### src/rtl/lut_m_ctrl_pkg.sv
// Shared types and sizing helpers for the lut_m controller.
package lut_ctrl_pkg;

    typedef enum logic [1:0] {
        IDLE   = 2'd0,
        LOAD   = 2'd1,
        COMMIT = 2'd2
    } state_t;

    function automatic int unsigned num_chunks(input int unsigned mem_size,
                                               input int unsigned cfg_width);
        return mem_size / cfg_width;
    endfunction

    // A single-chunk load still needs a 1-bit counter.
    function automatic int unsigned cnt_width(input int unsigned chunks);
        return (chunks <= 1) ? 1 : $clog2(chunks);
    endfunction

endpackage

### src/rtl/lut_m_ctrl_if.sv
// Config-stream and fabric bit-write handshakes into lut_m_ctrl.
interface lut_m_ctrl_if #(
    parameter int unsigned INPUTS       = 4,
    parameter int unsigned CONFIG_WIDTH = 4
) ();

    logic                    cfg_valid;
    logic                    cfg_ready;
    logic [CONFIG_WIDTH-1:0] cfg_data;
    logic                    cfg_abort;
    logic                    cfg_done;
    logic                    wr_valid;
    logic                    wr_ready;
    logic [INPUTS-1:0]       wr_addr;
    logic                    wr_data;

    modport master (
        output cfg_valid, cfg_data, cfg_abort, wr_valid, wr_addr, wr_data,
        input  cfg_ready, cfg_done, wr_ready
    );

    modport slave (
        input  cfg_valid, cfg_data, cfg_abort, wr_valid, wr_addr, wr_data,
        output cfg_ready, cfg_done, wr_ready
    );

endinterface

### src/rtl/lut_m_ctrl_cfg_deserializer.sv
// Shadow register and chunk counter: assembles config chunks LSB-first.
module cfg_deserializer
    import lut_ctrl_pkg::*;
#(
    parameter int unsigned MEM_SIZE     = 16,
    parameter int unsigned CONFIG_WIDTH = 4
) (
    input  logic                    clk,
    input  logic                    rst,
    input  logic                    load_i,
    input  logic                    clear_i,
    input  logic [CONFIG_WIDTH-1:0] data_i,
    output logic [MEM_SIZE-1:0]     shadow_o,
    output logic                    last_o
);

    localparam int unsigned NUM_CHUNKS = num_chunks(MEM_SIZE, CONFIG_WIDTH);
    localparam int unsigned CNT_W      = cnt_width(NUM_CHUNKS);

    logic [CNT_W-1:0]    cnt_q, cnt_d;
    logic [MEM_SIZE-1:0] shadow_q, shadow_d;
    int unsigned         base;

    assign last_o   = (cnt_q == CNT_W'(NUM_CHUNKS - 1));
    assign shadow_o = shadow_q;

    // Counter wraps to zero on the last chunk so it never indexes past the word.
    always_comb begin
        shadow_d = shadow_q;
        cnt_d    = cnt_q;
        base     = int'(cnt_q) * CONFIG_WIDTH;
        if (clear_i) begin
            cnt_d = '0;
        end else if (load_i) begin
            shadow_d[base +: CONFIG_WIDTH] = data_i;
            cnt_d = last_o ? '0 : cnt_q + CNT_W'(1);
        end
    end

    always_ff @(posedge clk) begin
        if (rst) begin
            cnt_q    <= '0;
            shadow_q <= '0;
        end else begin
            cnt_q    <= cnt_d;
            shadow_q <= shadow_d;
        end
    end

endmodule

### src/rtl/lut_m_ctrl.sv
// Owns both lut_m write paths: chunked config load and arbitrated bit writes.
module lut_m_ctrl
    import lut_ctrl_pkg::*;
#(
    parameter int unsigned INPUTS       = 4,
    parameter int unsigned MEM_SIZE     = 2**INPUTS,
    parameter int unsigned CONFIG_WIDTH = 4
) (
    input  logic                clk,
    input  logic                rst,
    lut_m_ctrl_if.slave         bus,
    output logic                lut_config_en,
    output logic [MEM_SIZE-1:0] lut_config_in,
    output logic                lut_write_en,
    output logic                lut_data_in,
    output logic [INPUTS-1:0]   lut_waddr,
    output logic                busy
);

    state_t            state_q, state_d;
    logic              cfg_ready, wr_ready, cfg_done;
    logic              load, clear, last;
    logic              wr_en_q, wr_en_d;
    logic              wdata_q, wdata_d;
    logic [INPUTS-1:0] waddr_q, waddr_d;

    cfg_deserializer #(
        .MEM_SIZE     (MEM_SIZE),
        .CONFIG_WIDTH (CONFIG_WIDTH)
    ) u_deser (
        .clk      (clk),
        .rst      (rst),
        .load_i   (load),
        .clear_i  (clear),
        .data_i   (bus.cfg_data),
        .shadow_o (lut_config_in),
        .last_o   (last)
    );

    // Abort wins over a same-cycle chunk in LOAD; a chunk wins over a bit write in IDLE.
    always_comb begin
        state_d       = state_q;
        cfg_ready     = 1'b0;
        wr_ready      = 1'b0;
        cfg_done      = 1'b0;
        lut_config_en = 1'b0;
        load          = 1'b0;
        clear         = 1'b0;
        unique case (state_q)
            IDLE: begin
                cfg_ready = 1'b1;
                wr_ready  = !bus.cfg_valid;
                if (bus.cfg_valid) begin
                    load    = 1'b1;
                    state_d = last ? COMMIT : LOAD;
                end
            end
            LOAD: begin
                cfg_ready = !bus.cfg_abort;
                if (bus.cfg_abort) begin
                    clear   = 1'b1;
                    state_d = IDLE;
                end else if (bus.cfg_valid) begin
                    load = 1'b1;
                    if (last) state_d = COMMIT;
                end
            end
            COMMIT: begin
                lut_config_en = 1'b1;
                cfg_done      = 1'b1;
                clear         = 1'b1;
                state_d       = IDLE;
            end
            default: state_d = IDLE;
        endcase
    end

    always_comb begin
        wr_en_d = bus.wr_valid & wr_ready;
        waddr_d = waddr_q;
        wdata_d = wdata_q;
        if (wr_en_d) begin
            waddr_d = bus.wr_addr;
            wdata_d = bus.wr_data;
        end
    end

    always_ff @(posedge clk) begin
        if (rst) begin
            state_q <= IDLE;
            wr_en_q <= 1'b0;
            waddr_q <= '0;
            wdata_q <= 1'b0;
        end else begin
            state_q <= state_d;
            wr_en_q <= wr_en_d;
            waddr_q <= waddr_d;
            wdata_q <= wdata_d;
        end
    end

    assign bus.cfg_ready = cfg_ready;
    assign bus.wr_ready  = wr_ready;
    assign bus.cfg_done  = cfg_done;
    assign lut_write_en  = wr_en_q;
    assign lut_waddr     = waddr_q;
    assign lut_data_in   = wdata_q;
    assign busy          = (state_q != IDLE);

endmodule

### src/flat_wrapper.sv
// flat-port wrapper written by rule: the top's interface ports become plain ports
module lut_m_ctrl_flat import lut_ctrl_pkg::*;
#(
    parameter int unsigned INPUTS       = 4,
    parameter int unsigned MEM_SIZE     = 2**INPUTS,
    parameter int unsigned CONFIG_WIDTH = 4
)
  (clk, rst, lut_config_en, lut_config_in, lut_write_en, lut_data_in, lut_waddr, busy, bus_cfg_valid, bus_cfg_data, bus_cfg_abort, bus_wr_valid, bus_wr_addr, bus_wr_data, bus_cfg_ready, bus_cfg_done, bus_wr_ready);
  lut_m_ctrl_if #(.INPUTS(INPUTS), .CONFIG_WIDTH(CONFIG_WIDTH)) bus_i ();
  input  logic clk;
  input  logic rst;
  output logic lut_config_en;
  output logic [MEM_SIZE-1:0] lut_config_in;
  output logic lut_write_en;
  output logic lut_data_in;
  output logic [INPUTS-1:0] lut_waddr;
  output logic busy;
  input wire logic [$bits(bus_i.cfg_valid)-1:0] bus_cfg_valid;
  input wire logic [$bits(bus_i.cfg_data)-1:0] bus_cfg_data;
  input wire logic [$bits(bus_i.cfg_abort)-1:0] bus_cfg_abort;
  input wire logic [$bits(bus_i.wr_valid)-1:0] bus_wr_valid;
  input wire logic [$bits(bus_i.wr_addr)-1:0] bus_wr_addr;
  input wire logic [$bits(bus_i.wr_data)-1:0] bus_wr_data;
  output wire logic [$bits(bus_i.cfg_ready)-1:0] bus_cfg_ready;
  output wire logic [$bits(bus_i.cfg_done)-1:0] bus_cfg_done;
  output wire logic [$bits(bus_i.wr_ready)-1:0] bus_wr_ready;
  assign bus_i.cfg_valid = bus_cfg_valid;
  assign bus_i.cfg_data = bus_cfg_data;
  assign bus_i.cfg_abort = bus_cfg_abort;
  assign bus_i.wr_valid = bus_wr_valid;
  assign bus_i.wr_addr = bus_wr_addr;
  assign bus_i.wr_data = bus_wr_data;
  assign bus_cfg_ready = bus_i.cfg_ready;
  assign bus_cfg_done = bus_i.cfg_done;
  assign bus_wr_ready = bus_i.wr_ready;
  lut_m_ctrl #(.INPUTS(INPUTS), .MEM_SIZE(MEM_SIZE), .CONFIG_WIDTH(CONFIG_WIDTH)) u_core (.clk(clk), .rst(rst), .bus(bus_i), .lut_config_en(lut_config_en), .lut_config_in(lut_config_in), .lut_write_en(lut_write_en), .lut_data_in(lut_data_in), .lut_waddr(lut_waddr), .busy(busy));
endmodule
### config.mk
export PLATFORM = sky130hd
export DESIGN_NAME = lut_m_ctrl_flat
export DESIGN_NICKNAME = d
export VERILOG_FILES = /design/src/rtl/lut_m_ctrl_pkg.sv /design/src/rtl/lut_m_ctrl_if.sv /design/src/rtl/lut_m_ctrl_cfg_deserializer.sv /design/src/rtl/lut_m_ctrl.sv /design/src/flat_wrapper.sv
export SDC_FILE = /design/constraint.sdc
export NUM_CORES = 1
export LEC_CHECK = 0
export ABC_AREA = 1
export CAP_MARGIN = 20
export CORE_UTILIZATION = 45
export CTS_CLUSTER_SIZE = 12
export DETAILED_ROUTE_END_ITERATION = 8
export MAX_ROUTING_LAYER = met4
export PLACE_DENSITY = 0.83
export RECOVER_POWER = 50
export SLEW_MARGIN = 15
export SYNTH_ARGS = -nofsm -noshare
export SYNTH_HDL_FRONTEND = slang
export SYNTH_HIERARCHICAL = 1
export SYNTH_SLANG_ARGS = --single-unit
### constraint.sdc
create_clock -name clk -period 4.6 [get_ports clk]
set_input_delay 0.92 -clock clk [delete_from_list [all_inputs] [get_ports clk]]
set_output_delay 0.92 -clock clk [all_outputs]
set_load 0.01 [all_outputs]
==> results of run 1 <==
-- per-layer routing --
layer	wire (um)	part of all wire	vias up	global-route usage
li1	-	-	665	-
met1	1290	0.49	537	0.225
met2	1190	0.46	21	0.284
met3	86	0.033	4	0.0272
met4	38	0.015	0	0.0627
met5	0	0	-	-
-- how the worst max path moves through the flow --
stage	startpoint	endpoint	slack (ns)	cells past startpoint
CTS	bus_cfg_abort	bus_cfg_ready	1.44	5
floorplan	bus_cfg_abort	bus_cfg_ready	2.37	3
detailed placement	bus_cfg_abort	bus_cfg_ready	1.44	5
global placement	bus_cfg_abort	bus_cfg_ready	1.45	5
finish	bus_cfg_valid	bus_wr_ready	1.18	3
global route	bus_cfg_valid	bus_wr_ready	1.08	3
-- area by class of cell --
cell class / instances / area [um2]
Fill cell: 256 / 1020
Multi-Input combinational cell: 131 / 733
Sequential cell: 26 / 520
Timing Repair Buffer: 41 / 408
Inverter: 25 / 96.3
Tap cell: 31 / 38.8
Clock buffer: 4 / 36.3
-- registers in the layout (all words and copies together) (netlist names) --
name                     count
u_core/u_deser/shadow_o     16
u_core/state_q               2
u_core/lut_write_en          1
u_core/lut_data_in           1
u_core/lut_waddr             4
u_core/u_deser/cnt_q         2
-- placed cells by master (no fill, tap or decap) --
cell type,instances
nand2_1,58
dfxtp_1,26
a21oi_1,23
clkdlybuf4s50_1,21
dlygate4sd3_1,19
inv_1,19
nand3_1,12
nor2_1,11
ha_1,11
inv_2,4
a21oi_2,4
clkbuf_4,3
nand3_4,3
nor2_4,3
clkbuf_8,1
o21ai_0,1
buf_4,1
nand2_2,1
nor2_2,1
inv_4,1
nand3_2,1
clkinv_1,1
nor3_1,1
o211ai_1,1
-- power by group through the flow --
stage                     clock, uW  combinational [uW]  sequential, uW
after CTS                       120                 491             295
after floorplan                   0                 346             305
after global routing            129                 529             302
after global placement            0                 483             299
after detailed placement          0                 488             301
final                           114                 475             294
-- stage by stage --
stage / instance area, um2 / total power [uW] / hold slack [ns] / setup slack (ns) / cells
after floorplan: 1390 / 652 / 0.474 / 2.37 / 186
after global placement: 1810 / 782 / 0.449 / 1.45 / 254
after detailed placement: 1810 / 789 / 0.453 / 1.44 / 254
after CTS: 1850 / 906 / 0.473 / 1.44 / 258
after global routing: 1830 / 960 / 0.490 / 1.08 / 258
final: 1830 / 882 / 0.465 / 1.18 / 258
-- worst reg2reg max path: cells and delay by family (launching register included) --
| kind | cells | cell delay (ns) |
|---|---|---|
| adder cells (fa/ha/maj) | 1 | 0.24 |
| buffers and inverters | 2 | 0.19 |
| AND/OR/NAND/NOR | 5 | 0.59 |
| AO/OA/AOI/OAI | 2 | 0.92 |
| flip-flops | 1 | 0.33 |
-- cell families after synthesis --
logic type / after synthesis / synth area share
fa+ha+maj: 11 / 0.0989
flops: 26 / 0.374
compound gates: 29 / 0.120
simple gates: 91 / 0.318
buf+inv: 29 / 0.0890
==> results.md, run 1 <==
- WL final: 2600 um
- R2r setup slk: 2.27 ns
- Worst r2r dst: u_core/u_deser/shadow_o[14]
- Startpoint types: primary input
- Final layout net count: 253
- RR Startpoint: u_core/state_q[1]
- Crit end category: primary output
- Leakage Power: 0.000804 uW
- Comb pwr share: 0.539
- RSZ-0062 raised after global routing: false
- Crit Path Max Fanout: 8
- First-pass GRT wire length: 4470 um
- Hold_buf cts: 0
- CP required: 3.68 ns
- CTS max path bufs: 2
- Slowest-stage cell, CP: clkdlybuf4s50_1
- Final worst path period share: 0.744
- Max Fclk: 292 MHz
- CP cell instances: dlygate4sd3_1 -> nor2_1 -> clkdlybuf4s50_1
- Worst-margin pin slew: 1.01 ns
- Hold Path Class: flop to flop
- Data arrival, critical path: 2.50 ns
- Power share of the clock group: 0.129
- Die footprint: 0.00332 mm2
- Post-synth cell types: 23
- Delay-heaviest family, CP: buffers and inverters
- Ant. Diodes: 0
- CTS sink count: 26
- Cts repair resizes: 0
- Hold EP: u_core/lut_waddr[2]
- Placeable Area: 0.00285 mm2
- Slowest stage delay, CP: 0.62 ns
- Starting Density: 0.488
- IO Pins: 41
- Congestion Overflow GR: 0
- Slew headroom: 0.326
- Via Count: 1227
- P_sw: 380 uW
- Largest net degree at the start of global routing: 23
- ANT nets after route: 0
- PwrDens: 481 mW/mm2
- Fin util: 0.643
- Clk_lat worst skew: 0.32 ns
- Area leader, netlist: dfxtp_1
- Post-synth EDFFs: 0
- Via density: 4.76
- CTS tree: yes
- Synth top area cells: dfxtp_1 (37%), nand2_1 (15%), ha_1 (9.9%), a21oi_1 (7.9%), inv_1 (5.1%)
- Reg2Reg Depth: 10
- Total CTS buffers: 3
- Seq/Total Area, Yosys: 0.374
- Max-Cap Viols: 0
- Hold Vio Cnt, Final: 0
- Layout cells sized above 1: 0.101
- Final Wtd Congestion: 0.845
- Post-synthesis async set-or-reset flop share: 0
- FP Rows: 19
- Pre-Repair DR Iteration Count: 6
- Setup_tns: 0 ns
- Critical Setup Path Class: primary input to primary output
- 1st-iter DRT viols: 65
- Syn_nets: 211
- Mapped Cells: 186
- Count leader, synth: nand2_1
- Status: complete, but fails checks
- CP Buf/Inv Count: 2
- Synth cell count leaders: nand2_1 (57), dfxtp_1 (26), a21oi_1 (22), inv_1 (19), nand3_1 (12)
- Die outline height: 57.6 um
- Post-synth top area share: 0.374
- HPWL Detailed: 2020 um
- Gr usage total: 0.177
- Sw frac: 0.430
- Sequential Power Share: 0.333
- Clk root buf: clkbuf_4
- Reg clk slew, reported paths: 0.13 ns
- DR DRC count: 6
- Area grow syn2layout: 31.7%
- VDD IR-drop max: 0.000268 V
- Mapped Area: 0.00139 mm2
- Hold Path Depth: 2
- Final min period: 3.42 ns
- Die width: 57.6 um
- # setup viols final: 0
- Avg Cell Area, Syn: 7.48 um2
- Post-CTS Setup Bufs: 0
- Synth Flop Type: dfxtp_1
- DR WL/cell: 10.1 um
- Failing checks: design-rule violations
- Yosys warns: 6
- Vias in the first global route: 1039
- Clock Skew: 0.00300 ns
- Final Slew Violations: 0
- Initial antenna violation count: 0
- Htree depth: 1
- IO Port Bufs: 40
- Cell-internal power: 503 uW
- Synth Register Bits: 26
- HP Start: u_core/lut_waddr[2]
No activity file was read; power rests on OpenSTA's default activity.
==> inputs of run 2 (changes only) <==
clock period = 3.4 ns   (was 4.6 ns; I/O delays follow)
==> run 2 against run 1 <==
  * The flow still finishes with violations (design-rule violations)
  * First-iteration DRC count decreased by 26%
  * Combinational power increased by 34%
  * Clock power increased by 82%
  * Count of clock-buffer cells in the layout decreased by 1
  * Total power increased by 41%
  * Die area unchanged
  * Flip-flop and latch count unchanged
  * Critical path type unchanged
  * Largest power group unchanged
==> results.md, run 2 (same netlist as run 1, synthesis figures left out) <==
- Hold_buf cts: 0 (unchanged)
- Data arrival, critical path: 2.33 ns (-0.17 ns)
- Final Non-Filler Cells: 259 (+0.39%)
- VDD IR-drop max: 0.000348 V (+30%)
- Gr usage total: 0.180 (+0.00280)
- Crit end category: primary output
- # fillers: 261 (+2.0%)
- Hold Path Class: flop to flop
- Clk_lat worst skew: 0.31 ns (about the same)
- Startpoint types: primary input
- FP Rows: 19 (unchanged)
- R2r setup slk: 1.24 ns (-1.03 ns)
- IO Pins: 41 (unchanged)
- Hold Path Depth: 2 (unchanged)
- Max Fclk: 333 MHz
- # setup viols final: 0 (unchanged)
- 1st-iter DRT viols: 48 (-26%)
- Hold EP: u_core/lut_data_in
- CP required: 2.72 ns (-0.96 ns)
- CP Buf/Inv Count: 2 (unchanged)
- Largest net degree at the start of global routing: 16 (-30%)
- Status: complete, but fails checks
- Pre-CTS setup slack: 0.701 ns (-0.740 ns)
- Clk root buf: clkbuf_4
- Final Wtd Congestion: 0.764 (-9.5%)
- Via density: 4.86 (+2.1%)
- Leakage Power: 0.000787 uW (-2.2%)
- Cts repair resizes: 0 (unchanged)
- PwrDens: 681 mW/mm2 (+42%)
- Area grow syn2layout: 31.0%
- Die width: 57.6 um (unchanged)
- Final layout net count: 254 (+0.40%)
- Via Count: 1258 (+2.5%)
- Final worst path period share: 0.885
- Final min period: 3.01 ns
- Reg2Reg Depth: 11 (+1)
- CTS sink count: 26 (unchanged)
- Htree depth: 1 (unchanged)
- Slew headroom: 0.669 (+0.343)
- ANT nets after route: 0 (unchanged)
- Starting Density: 0.488 (unchanged)
- Total CTS buffers: 3 (unchanged)
- Reg clk slew, reported paths: 0.13 ns (about the same)
- Placeable Area: 0.00285 mm2 (unchanged)
- Critical path origin: bus_cfg_valid
- DR WL/cell: 10.9 um (+7.9%)
- Critical Setup Path Class: primary input to primary output
- Worst-margin pin slew: 0.495 ns (-0.516 ns)
- Initial antenna violation count: 0 (unchanged)
- CTS max path bufs: 2 (unchanged)
- Post-CTS Setup Bufs: 0 (unchanged)
- Final setup margin: 0.393 ns (-0.783 ns)
- Die footprint: 0.00332 mm2 (unchanged)
- Setup_tns: 0 ns (unchanged)
- Slowest stage delay, CP: 0.63 ns (about the same)
- Commonest non-fill, non-tap cell in the layout: nand2_1
- HPWL Detailed: 2150 um (+6.6%)
- Pre-Repair DR Iteration Count: 6 (unchanged)
- First-pass GRT wire length: 4550 um (+1.7%)
- DR DRC count: 7 (+1)
- Ant. Diodes: 0 (unchanged)
- IO Port Bufs: 40 (unchanged)
- CTS tree: yes
- Max-Cap Viols: 0 (unchanged)
- RR Startpoint: u_core/state_q[0]
- Crit Path Max Fanout: 8 (unchanged)
- Congestion Overflow GR: 0 (unchanged)
- CP cell instances: dlygate4sd3_1 -> nor2_1 -> clkdlybuf4s50_1
- Hold Vio Cnt, Final: 0 (unchanged)
- RSZ-0062 raised after global routing: false
- Die outline height: 57.6 um (unchanged)
- Cells after DPL: 255 (+0.39%)
- Failing checks: design-rule violations
- Clock Skew: 0.00200 ns (-0.00100 ns)
- Post-DP Area: 0.00182 mm2 (+0.41%)
- Worst r2r dst: u_core/u_deser/shadow_o[14]
- WL final: 2820 um (+8.3%)
- Slowest-stage cell, CP: clkdlybuf4s50_1
- HP Start: u_core/lut_data_in
- Layout cells sized above 1: 0.0877 (-0.0136)
- Final Instance Area: 0.00182 mm2 (-0.55%)
- Max reg flops: 16 (unchanged)
- Delay-heaviest family, CP: buffers and inverters
- Vias in the first global route: 1072 (+3.2%)
- Commonest non-fill, non-tap cells in the layout: nand2_1 (58), clkdlybuf4s50_1 (28), dfxtp_1 (26), a21oi_1 (23), inv_1 (19)
- Final Slew Violations: 0 (unchanged)
run 2: report_power, final:
part,internal (uW),switching [uW]
combinational,260,376
clock,119,88.2
sequential,355,44.4
run 2: routing by layer:
metal,vias to the layer above,track usage,wire length [um]
met5,-,-,0
li1,663,-,-
met1,545,0.225,1310
met3,6,0.0408,132
met4,0,0.0418,33
met2,44,0.294,1350
run 2: final cells by class:
| class | instances | area, um2 | area share |
|---|---|---|---|
| Inverter | 25 | 96.3 | 0.0528 |
| Clock buffer | 3 | 22.5 | 0.0124 |
| Multi-Input combinational cell | 131 | 703 | 0.386 |
| Clock inverter | 1 | 30.0 | 0.0165 |
| Timing Repair Buffer | 42 | 412 | 0.226 |
| Tap cell | 31 | 38.8 | 0.0213 |
| Sequential cell | 26 | 520 | 0.286 |
run 2: worst max path at each step:
stage	endpoint	slack (ns)	cells past startpoint
2_1_floorplan	bus_cfg_ready	1.65	3
3_3_place_gp	bus_cfg_ready	0.73	5
3_5_place_dp	bus_cfg_ready	0.70	5
4_1_cts	bus_cfg_ready	0.70	5
5_1_grt	bus_wr_ready	0.31	3
6_report	bus_wr_ready	0.39	3
run 2: through the flow:
| step | hold WS, ns | power (uW) | util |
|---|---|---|---|
| floorplan | 0.474 | 882 | - |
| global placement | 0.448 | 1070 | 0.637 |
| detailed placement | 0.454 | 1080 | 0.637 |
| CTS | 0.474 | 1290 | 0.656 |
| global route | 0.483 | 1340 | 0.639 |
| finish | 0.466 | 1240 | 0.639 |
run 2: worst min-delay path, delay by kind of cell (launching register included):
kind / cells / cell delay, ns
DFF: 1 / 0.33
AOI/OAI and AO/OA: 1 / 0.05
and+or+nand+nor: 1 / 0.06
==> inputs of run 3 (changes only) <==
ABC_AREA = unset   (was 1)
ABC_CLOCK_PERIOD_IN_PS = 3400   (was unset)
CELL_PAD_IN_SITES_DETAIL_PLACEMENT = 1   (was unset)
CELL_PAD_IN_SITES_GLOBAL_PLACEMENT = 1   (was unset)
CORE_UTILIZATION = 34   (was 45)
PLACE_DENSITY = 0.84   (was 0.83)
==> run 3 against run 2 <==
  * The run now ends clean
  * Non-clock buffer count did not move
  * Maximum frequency rose by 2.4%
  * Final area fell by 4.0%
  * Combinational power fell by 45%
  * Global-route usage rose by 0.58 points
  * Critical path depth rose by 1
  * Sequential share of layout area rose by 1.2 points
  * Via count fell by 15%
  * Die area rose by 20%
  * Clock power rose by 25%
  * Synthesized cell count fell by 38%
  * First-iteration DRC count fell by 33%
==> results.md, run 3 <==
- Max reg flops: 16 (unchanged)
- Die outline height: 63.0 um (+9.4%)
- Via Count: 1067 (-15%)
- Hold_buf cts: 0 (unchanged)
- Count leader, synth: dfxtp_1
- Hold Path Depth: 2 (unchanged)
- Initial antenna violation count: 0 (unchanged)
- Status: complete, no violations
- Yosys warns: 6 (unchanged)
- Simple-gate share of the synthesized area: 0.204 (-0.115)
- Final layout net count: 184 (-28%)
- Via density: 5.23 (+7.7%)
- WL final: 3230 um (+15%)
- Clk root buf: clkbuf_8
- 1st-iter DRT viols: 32 (-33%)
- Startpoint types: primary input
- IO Port Bufs: 40 (unchanged)
- VDD IR-drop max: 0.000281 V (-19%)
- Syn_nets: 141 (-33%)
- Synth cell count leaders: dfxtp_1 (26), a22o_1 (12), ha_1 (11), a21oi_1 (9)
- RSZ-0062 raised after global routing: false
- CP required: 2.72 ns (about the same)
- Avg Cell Area, Syn: 10.9 um2 (+46%)
- Clock Skew: 0.00699 ns (+0.00499 ns)
- Final setup margin: 0.464 ns (+0.0713 ns)
- Commonest non-fill, non-tap cells in the layout: dfxtp_1 (26), clkdlybuf4s50_1 (22), dlygate4sd3_1 (18), a22o_1 (12), ha_1 (11)
- First-pass GRT wire length: 5530 um (+22%)
- Setup_tns: 0 ns (unchanged)
- Adder-cell share of the synthesized area: 0.109 (+0.00988)
- Mapped Cells: 116 (-38%)
- Layout cells sized above 1: 0.108 (+0.0199)
- Synth Area in Compound Gates: 0.224 (+0.104)
- Htree depth: 1 (unchanged)
- HPWL Detailed: 2530 um (+18%)
- Hold EP: u_core/lut_waddr[2]
- Worst-margin pin slew: 0.510 ns (+0.0151 ns)
- Reg clk slew, reported paths: 0.09 ns (-0.04 ns)
- # fillers: 386 (+48%)
- Total CTS buffers: 3 (unchanged)
- Mapped Area: 0.00126 mm2 (-9.1%)
- Worst r2r dst: u_core/u_deser/shadow_o[0]
- CTS sink count: 26 (unchanged)
- Pre-Repair DR Iteration Count: 4 (-2)
- Area leader, netlist: dfxtp_1
- Seq/Total Area, Yosys: 0.411 (+0.0374)
- Post-synthesis mux area share: 0.00791 (+0.00791)
- Post-synth EDFFs: 0 (unchanged)
- Pre-CTS setup slack: 0.634 ns (-0.0668 ns)
- Post-CTS Setup Bufs: 0 (unchanged)
- GRT met3 Usage: 0.0456 (+0.00480)
- Max Fclk: 341 MHz (+2.4%)
- Hold Path Class: flop to flop
- Commonest non-fill, non-tap cell in the layout: dfxtp_1
- Pwr Total: 969 uW (-22%)
- HP Start: u_core/lut_waddr[2]
- Post-synthesis async set-or-reset flop share: 0 (unchanged)
- PwrDens: 554 mW/mm2 (-19%)
- Sw frac: 0.325 (-0.0842)
- Congestion Overflow GR: 0 (unchanged)
- DR WL/cell: 15.8 um (+45%)
- Crit Path Max Fanout: 4 (-4)
- Final Wtd Congestion: 0.776 (+1.6%)
- Max-Cap Viols: 0 (unchanged)
- Area grow syn2layout: 38.3%
- Die footprint: 0.00397 mm2 (+20%)
- Die width: 63.0 um (+9.4%)
- Crit end category: primary output
- Synth top area cells: dfxtp_1 (41%), ha_1 (11%), a22o_1 (8.3%), a21oi_1 (3.6%), a32o_1 (3.2%)
- Final worst path period share: 0.864 (-0.0210)
- FP Rows: 21 (+2)
- Post-synth cell types: 36 (+57%)
- Reg2Reg Depth: 7 (-4)
- Fraction of synthesized cell area in xor and xnor cells: 0 (unchanged)
- Data arrival, critical path: 2.26 ns (-0.07 ns)
- IO Pins: 41 (unchanged)
- Leakage Power: 0.000703 uW (-11%)
- CTS tree: yes
- Post-DP Area: 0.00170 mm2 (-6.3%)
- Power share of the clock group: 0.267 (+0.100)
- Largest family of logic cells by synthesized area: compound AO/OA/AOI/OAI gates
- Largest net degree at the start of global routing: 16 (unchanged)
- Critical Setup Path Class: primary input to primary output
- Comb pwr share: 0.360 (-0.152)
- M1 GR Usage: 0.213 (-0.0120)
- Placeable Area: 0.00344 mm2 (+21%)
- R2r setup slk: 1.20 ns (-0.04 ns)
- Cts repair resizes: 0 (unchanged)
- CTS max path bufs: 2 (unchanged)
- Synth Flop Type: dfxtp_1
- P_sw: 315 uW (-38%)
- Met2 global-route usage: 0.317 (+0.0232)
- Final Instance Area: 0.00175 mm2 (-4.0%)
- Hold Vio Cnt, Final: 0 (unchanged)
- Cell-internal power: 654 uW (-11%)
- Slew headroom: 0.657 (-0.0116)
- DR DRC count: 0 (-7)
- ANT nets after route: 0 (unchanged)
- Sequential Power Share: 0.373 (+0.052)
- Ant. Diodes: 0 (unchanged)
- Clk_lat worst skew: 0.28 ns (-0.03 ns)
- RR Startpoint: u_core/state_q[1]
- Final Slew Violations: 0 (unchanged)
- Starting Density: 0.368 (-0.120)
- GRT busiest layer: met2
- # setup viols final: 0 (unchanged)
- Post-synth top area share: 0.411 (+0.0374)
- Final min period: 2.94 ns (-0.0713 ns)
- Vias in the first global route: 1090 (+1.7%)
- Synth Register Bits: 26 (unchanged)
- Gr usage total: 0.185 (+0.00579)
run 3: power by group through the flow:
| stage | combinational [uW] | clock (uW) | sequential (uW) |
|---|---|---|---|
| after global routing | 381 | 279 | 367 |
| final | 349 | 258 | 361 |
| after global placement | 350 | 0 | 365 |
| after CTS | 373 | 265 | 362 |
| after detailed placement | 369 | 0 | 369 |
| after floorplan | 235 | 0 | 369 |
run 3: cell type report:
type / instances / area (um2) / area share
clock buffers: 3 / 41.3 / 0.0236
clock inverters: 1 / 30.0 / 0.0172
inverters: 6 / 22.5 / 0.0129
multi-input cells: 80 / 662 / 0.378
flip-flops and latches: 26 / 520 / 0.298
well taps: 46 / 57.6 / 0.0329
repair buffers: 42 / 415 / 0.237
run 3: per-layer routing:
metal	up-vias	wire (um)	part of all wire
li1	510	-	-
met1	517	1410	0.44
met2	36	1650	0.51
met3	4	149	0.046
met4	0	24	0.0074
met5	-	0	0
run 3: logic make-up after synthesis:
group,count (synthesis)
muxes,1
DFF,26
and+or+nand+nor,34
AOI/OAI and AO/OA,34
adders and majority gates,11
buffers and inverters,10
run 3: worst max-delay path by stage:
stage / start / endpoint / slack (ns)
2_1_floorplan: bus_cfg_abort / u_core/u_deser/shadow_o[0] / 1.61
3_3_place_gp: bus_cfg_valid / bus_wr_ready / 0.68
3_5_place_dp: bus_cfg_valid / bus_wr_ready / 0.63
4_1_cts: bus_cfg_valid / bus_wr_ready / 0.63
5_1_grt: bus_cfg_abort / bus_cfg_ready / 0.43
6_report: bus_cfg_abort / bus_cfg_ready / 0.46
run 3: metrics by stage:
step           utilization  hold slack [ns]  cells
2_1_floorplan            -            0.481    116
5_1_grt              0.508            0.485    204
6_report             0.508            0.465    204
4_1_cts              0.516            0.468    204
3_3_place_gp         0.495            0.443    200
3_5_place_dp         0.495            0.452    200
run 3: worst max-delay path, stage by stage:
cell and delay (ns):
dlygate4sd3_1 0.58, nor2b_1 0.28, a21o_2 0.19, clkdlybuf4s50_1 0.53
